## src/rtl/mgmt_phy_controller_fsm.sv

```systemverilog
// Controller-side LTPI PHY link-training FSM: comma hunt, detect, speed select, PLL retune,
// advertise, configure (with Configure retries) and operational, with error fallback to INIT.
module mgmt_phy_controller_fsm #(
  parameter int unsigned TIMER_1MS     = 60000,
  parameter int unsigned HUNT_MS       = 100,
  parameter int unsigned FRAME_LEN     = 15,
  parameter int unsigned MAX_CFG_RETRY = 3
) (
  input  logic       clk,
  input  logic       reset,
  input  logic [3:0] tx_frm_offset,
  input  logic       aligned,
  input  logic       crc_consec_loss,
  input  logic       unexpected_frame_err,
  input  logic       frame_crc_err,
  input  logic       detect_locked,
  input  logic       sent_255_detect,
  input  logic       speed_locked,
  input  logic       speed_timeout,
  input  logic       pll_done,
  input  logic       change_freq_st,
  input  logic       advertise_locked,
  input  logic       auto_move_config,
  input  logic       trigger_config,
  input  logic       accept_frm_recv,
  input  logic       sw_reset,
  output logic       pll_reconfig,
  output logic       send_configure,
  output logic [3:0] link_state,
  output logic       link_lost,
  output logic [1:0] cfg_retry_cnt
);

  typedef enum logic [3:0] {
    ST_INIT     = 4'd0,
    ST_HUNT     = 4'd1,
    ST_DETECT   = 4'd2,
    ST_SPEED    = 4'd3,
    ST_SPD_CHG  = 4'd4,
    ST_ADV      = 4'd5,
    ST_WAIT_ADV = 4'd6,
    ST_CONFIG   = 4'd7,
    ST_OPER     = 4'd8,
    ST_OP_RST   = 4'd9,
    ST_LOST     = 4'd10
  } state_t;

  localparam logic [31:0] T1MS_LAST  = 32'(TIMER_1MS - 1);
  localparam logic [31:0] THUNT_LAST = 32'(TIMER_1MS * HUNT_MS - 1);
  localparam logic [3:0]  EOF_OFFSET = 4'(FRAME_LEN);
  localparam logic [1:0]  RETRY_LAST = 2'(MAX_CFG_RETRY - 1);

  state_t      r_state;
  logic [31:0] r_timer;
  logic        r_pll_reconfig;
  logic        r_send_configure;
  logic [3:0]  r_link_state;
  logic        r_link_lost;
  logic [1:0]  r_cfg_retry_cnt;

  state_t      w_next;
  logic        w_err;
  logic        w_eof;
  logic        w_t1ms;
  logic        w_thunt;
  logic        w_tmr_run;
  logic [31:0] w_tmr_lim;

  always_comb begin
    w_err     = crc_consec_loss | (unexpected_frame_err & ~frame_crc_err);
    w_eof     = (tx_frm_offset == EOF_OFFSET);
    w_t1ms    = (r_timer == T1MS_LAST);
    w_thunt   = (r_timer == THUNT_LAST);
    w_tmr_run = ((r_state == ST_HUNT) & change_freq_st) | (r_state == ST_ADV) |
                (r_state == ST_CONFIG);
    // Saturating at the state's own terminal count keeps t1ms a level, so eof-gated exits still fire
    w_tmr_lim = (r_state == ST_HUNT) ? THUNT_LAST : T1MS_LAST;

    w_next = r_state;
    case (r_state)
      ST_INIT:     if (pll_done) w_next = ST_HUNT;
      ST_HUNT: begin
        if (aligned)      w_next = change_freq_st ? ST_ADV : ST_DETECT;
        else if (w_thunt) w_next = ST_LOST;
      end
      ST_DETECT: begin
        if (w_err)                                         w_next = ST_LOST;
        else if (detect_locked & sent_255_detect & w_eof)  w_next = ST_SPEED;
      end
      ST_SPEED: begin
        if (w_err | speed_timeout)      w_next = ST_LOST;
        else if (speed_locked & w_eof)  w_next = ST_SPD_CHG;
      end
      ST_SPD_CHG:  if (pll_done) w_next = ST_HUNT;
      ST_ADV: begin
        if (w_err)                        w_next = ST_LOST;
        else if (w_t1ms) begin
          if (~advertise_locked)          w_next = ST_LOST;
          else if (~auto_move_config)     w_next = ST_WAIT_ADV;
          else if (w_eof)                 w_next = ST_CONFIG;
        end
      end
      ST_WAIT_ADV: begin
        if (w_err)                        w_next = ST_LOST;
        else if (trigger_config & w_eof)  w_next = ST_CONFIG;
      end
      ST_CONFIG: begin
        if (w_err)                        w_next = ST_LOST;
        else if (accept_frm_recv) begin
          if (w_eof)                      w_next = ST_OPER;
        end else if (w_t1ms) begin
          if (r_cfg_retry_cnt == RETRY_LAST) w_next = ST_LOST;
          else if (w_eof)                    w_next = ST_ADV;
        end
      end
      ST_OPER: begin
        if (w_err)         w_next = ST_LOST;
        else if (sw_reset) w_next = ST_OP_RST;
      end
      ST_OP_RST:   if (w_eof) w_next = ST_ADV;
      ST_LOST:     w_next = ST_INIT;
      default:     w_next = ST_INIT;
    endcase
  end

  always_ff @(posedge clk or posedge reset) begin
    if (reset) begin
      r_state          <= ST_INIT;
      r_timer          <= '0;
      r_pll_reconfig   <= 1'b0;
      r_send_configure <= 1'b0;
      r_link_state     <= '0;
      r_link_lost      <= 1'b0;
      r_cfg_retry_cnt  <= '0;
    end else begin
      r_state      <= w_next;
      r_link_state <= r_state;

      if (w_next != r_state)
        r_timer <= '0;
      else if (w_tmr_run && (r_timer != w_tmr_lim))
        r_timer <= r_timer + 32'd1;

      r_pll_reconfig   <= ((r_state == ST_INIT) | (r_state == ST_SPD_CHG)) & ~pll_done;
      r_send_configure <= (w_next == ST_CONFIG);
      r_link_lost      <= (w_next == ST_LOST);

      if ((r_state == ST_LOST) || (w_next == ST_OPER))
        r_cfg_retry_cnt <= '0;
      else if ((r_state == ST_CONFIG) && (w_next == ST_ADV))
        r_cfg_retry_cnt <= r_cfg_retry_cnt + 2'd1;
    end
  end

  assign pll_reconfig   = r_pll_reconfig;
  assign send_configure = r_send_configure;
  assign link_state     = r_link_state;
  assign link_lost      = r_link_lost;
  assign cfg_retry_cnt  = r_cfg_retry_cnt;

endmodule

```

## config.mk

```make
export PLATFORM = sky130hd
export DESIGN_NAME = mgmt_phy_controller_fsm
export DESIGN_NICKNAME = d
export VERILOG_FILES = /design/src/rtl/mgmt_phy_controller_fsm.sv
export SDC_FILE = /design/constraint.sdc
export NUM_CORES = 1
export LEC_CHECK = 0
export BUFFER_PORTS_ARGS = -buffer_cell sky130_fd_sc_hd__buf_2
export CORE_MARGIN = 1.5
export CORE_UTILIZATION = 55
export DETAILED_ROUTE_END_ITERATION = 8
export GPL_TIMING_DRIVEN = 0
export PLACE_DENSITY_LB_ADDON = 0.15
export REMOVE_ABC_BUFFERS = 1
export SYNTH_ARGS = -nofsm -noshare
export SYNTH_HDL_FRONTEND = slang
export SYNTH_SLANG_ARGS = --single-unit
```

## constraint.sdc

```tcl
create_clock -name clk -period 4.68 [get_ports clk]
set_input_delay 0.468 -clock clk [delete_from_list [all_inputs] [get_ports clk]]
set_output_delay 0.468 -clock clk [all_outputs]
set_load 0.02 [all_outputs]
```

==> metrics.md <==
| Metric | Value |
|---|---|
| Final count of hold timing violations | `0` |
| CTS buffer count | `5` |
| # rows | `26` |
| Dominant cell type by area after synthesis | `dfrtp_1` |
| Fraction of layout cells with a size suffix above 1 | `0.1652` |
| Skew-Pair Late Insertion Delay | `0.29 ns` |
| Mean Syn Cell Area | `9.092 sq um` |
| Overflow after GRT | `0` |
| TritonCTS clock tree | `yes` |
| Wire per inst | `15.55 microns` |
| Warnings from Yosys | `0` |
| Sequential-to-total area share from yosys stat | `0.3932` |
| Die Wd | `~75 microns` |
| CTS Root Cell | `clkbuf_8` |
| Synth top area cells | `dfrtp_1 (39%), nor3_1 (7.7%), xnor2_1 (6.7%)` |
| CTS H-tree depth | `2` |
| GRT Total Usage | `0.2458` |
| First-pass GRT wire length | `10610 microns` |
| Slowest cell on the critical path | `a211oi_4` |
| Leakage Power | `between 1 and 1.5 nW` |
| Peak VDD IR | `0.3345 mV` |
| Yosys cell types | `59` |
| Synth async-reset ratio | `1.000` |
| Crit path capture type | `flop` |
| Vias after detailed routing | `2442` |
| Ys flop type | `dfrtp_1` |
| DRC viols | `0` |
| Die Y | `roughly 75 microns` |
| Fmax | `a little under 300 MHz` |
| Largest family of logic cells by synthesized area | `simple AND/OR/NAND/NOR gates` |
| Mapped cell area | `about 2900 sq um` |
| RSZ-0062 raised after global routing | `no` |
| Post-synthesis adder-cell area fraction | `0.008737` |
| Minimum clock period after layout | `around 3.4 ns` |
| Largest net degree at the start of global routing | `33` |
| Clock Skew | `0.01020 ns` |
| Simple-Gate Fraction of Synth Area | `0.3303` |
| Nets@finish | `361` |
| Critical Path, Cell by Cell | `ha_1 > and2_1 > nand3_1 > or3_1 > or3_4 > o221ai_4 > nor4b_2 > a211oi_4 > buf_16 > nor3_1` |
| RePlAce Congestion | `0.9110` |
| Synth Area in Compound Gates | `0.1140` |
| Status | `complete, no violations` |
| # resized after CTS | `0` |
| Core area | `5075 sq um` |
| Final setup vio count | `0` |
| Most frequent cell after synthesis | `dfrtp_1` |
| Mapped Cells | `315` |
| Detailed placer's ending HPWL | `4466 microns` |
| Pin slew with the least headroom to its limit | `approximately 0.7 ns` |
| Mux cell area share after synthesis | `0.006990` |
| Hold Path Class | `input pin to asynchronous set/reset pin` |
| Final Max Slew Viols | `0` |
| Die area | `5649 sq um` |
| Xor-xnor portion of the synthesized cell area | `0.09786` |
| Worst-path maximum fanout | `21` |
| Rel. slew slack | `0.5328` |
| DRT iter0 DRCs | `around 180` |
| Initial antenna violation count | `0` |
| Final period util | `0.7278` |
| CP max stage delay | `0.64 ns` |
| CP required | `4.83 ns` |
| Ports | `30` |
| MaxCap Viol Count | `0` |
| Synth cell count leaders | `dfrtp_1 (45), nor3_1 (44), nand2_1 (23), xnor2_1 (22), nor2_1 (19)` |
| Clock sink count | `45` |
| Vias in the first global route | `2243` |
| EDFF count, synth | `0` |
| Setup_tns | `0 ns` |
| Critical path arrival | `3.56 ns` |
| Drt total wl | `6360 microns` |
| Layout area overhead | `9.524%` |
| Startpoint types | `flop` |
| Setup Fix Bufs, Post-CTS | `0` |
| Bufs on Longest Clock Path | `2` |
| Port bufs | `29` |
| Fillers | `approximately 450` |
| Top-area cell type share of the netlist area | `0.3932` |
| Hold_buf cts | `0` |
| ANT nets after route | `0` |
| Via/cell ratio | `5.971` |
| Initial DRT Pass Iterations | `4` |
| Antenna fix cells | `0` |
| Hold_ws | `approximately 0.15 ns` |
| Seq cells post-synth | `45` |
| Initial Util | `0.5643` |
| Power Density | `413.8 nW/um^2` |
| Clock slew at the register clock pins of the worst setup and hold paths | `roughly 0.08 ns` |
| Critical path type | `flop to flop` |
-- worst paths after layout --
path	from	to	slack, ns	depth (start not counted)
worst min register to register	r_timer[31]	r_timer[31]	0.56	2
max in group asynchronous	reset	r_timer[20]	4.06	3
worst min-delay path	reset	r_timer[12]	0.15	2
min in group clk	pll_done	pll_reconfig	0.37	2
worst max-delay path	r_timer[0]	r_timer[14]	1.27	10
worst max register to register	r_timer[0]	r_timer[14]	1.27	10
-- kinds of logic after synthesis --
kind of cell | count (synthesis)
AO/OA/AOI/OAI | 41
XOR/XNOR | 32
adder cells (fa/ha/maj) | 2
buffers and inverters | 27
flip-flops | 45
multiplexers | 2
AND/OR/NAND/NOR | 166
-- cells in the final DEF, fill, tap and decap left out, types with 3 or more instances in the layout --
master     n
nor2_1    19
nor4b_1    4
o21ai_0   13
inv_1     11
and2_1     4
nor4_1     7
a211oi_1   4
dfrtp_1   45
buf_2     29
nand2b_1   4
xnor2_1   22
nor3b_1    3
and3_1     5
clkbuf_8   5
a21oi_1    5
nor3_1    44
and4_1     5
or3_1      4
nor2b_1    4
nand3b_1   3
nand4_1    6
nand2_1   23
xor2_1    10
nand3_1   13
-- report_power, final --
part / switching (mW) / total [mW] / internal [mW]
sequential: 0.0700 / 0.490 / 0.420
combinational: 0.383 / 0.578 / 0.195
clock: 0.126 / 0.230 / 0.104
-- state kept, by name (all words and copies together), names as in the netlist --
register,count
r_state,4
cfg_retry_cnt,2
link_state,4
link_lost,1
pll_reconfig,1
r_timer,32
send_configure,1
-- layer usage --
layer	vias up	GRT usage	wire length, microns
li1	1183	-	-
met2	55	0.3697	2913
met1	1200	0.3649	3157
met5	-	0	0
met3	4	0.04685	257
met4	0	0.06349	32
-- critical path, delay by kind of cell, from the launching register on --
| kind | cells | cell delay [ns] |
|---|---|---|
| buf+inv | 1 | 0.23 |
| simple gates | 6 | 1.53 |
| fa+ha+maj | 1 | 0.17 |
| compound gates | 2 | 0.93 |
| flops | 1 | 0.39 |
-- stage by stage --
step	utilization	instance area (sq um)	std cells	setup slack, ns	total power [mW]
6_report	0.6181	3137	409	1.274	1.298
5_1_grt	0.6181	3137	409	0.8887	1.395
4_1_cts	0.6117	3104	408	0.9011	1.232
3_5_place_dp	0.5954	3022	400	0.8974	0.9999
3_3_place_gp	0.5915	3002	399	0.9872	0.9947
2_1_floorplan	-	2769	300	1.650	0.8423
-- cell type report --
class	count	area (sq um)	area share
Timing Repair Buffer	31	192.7	0.06143
Clock buffer	6	72.57	0.02314
Sequential cell	45	1126	0.3590
Tap cell	70	87.58	0.02792
Clock inverter	2	10.01	0.003191
Inverter	12	45.04	0.01436
Multi-Input combinational cell	243	1603	0.5110
(Power assumes the default switching activity.)
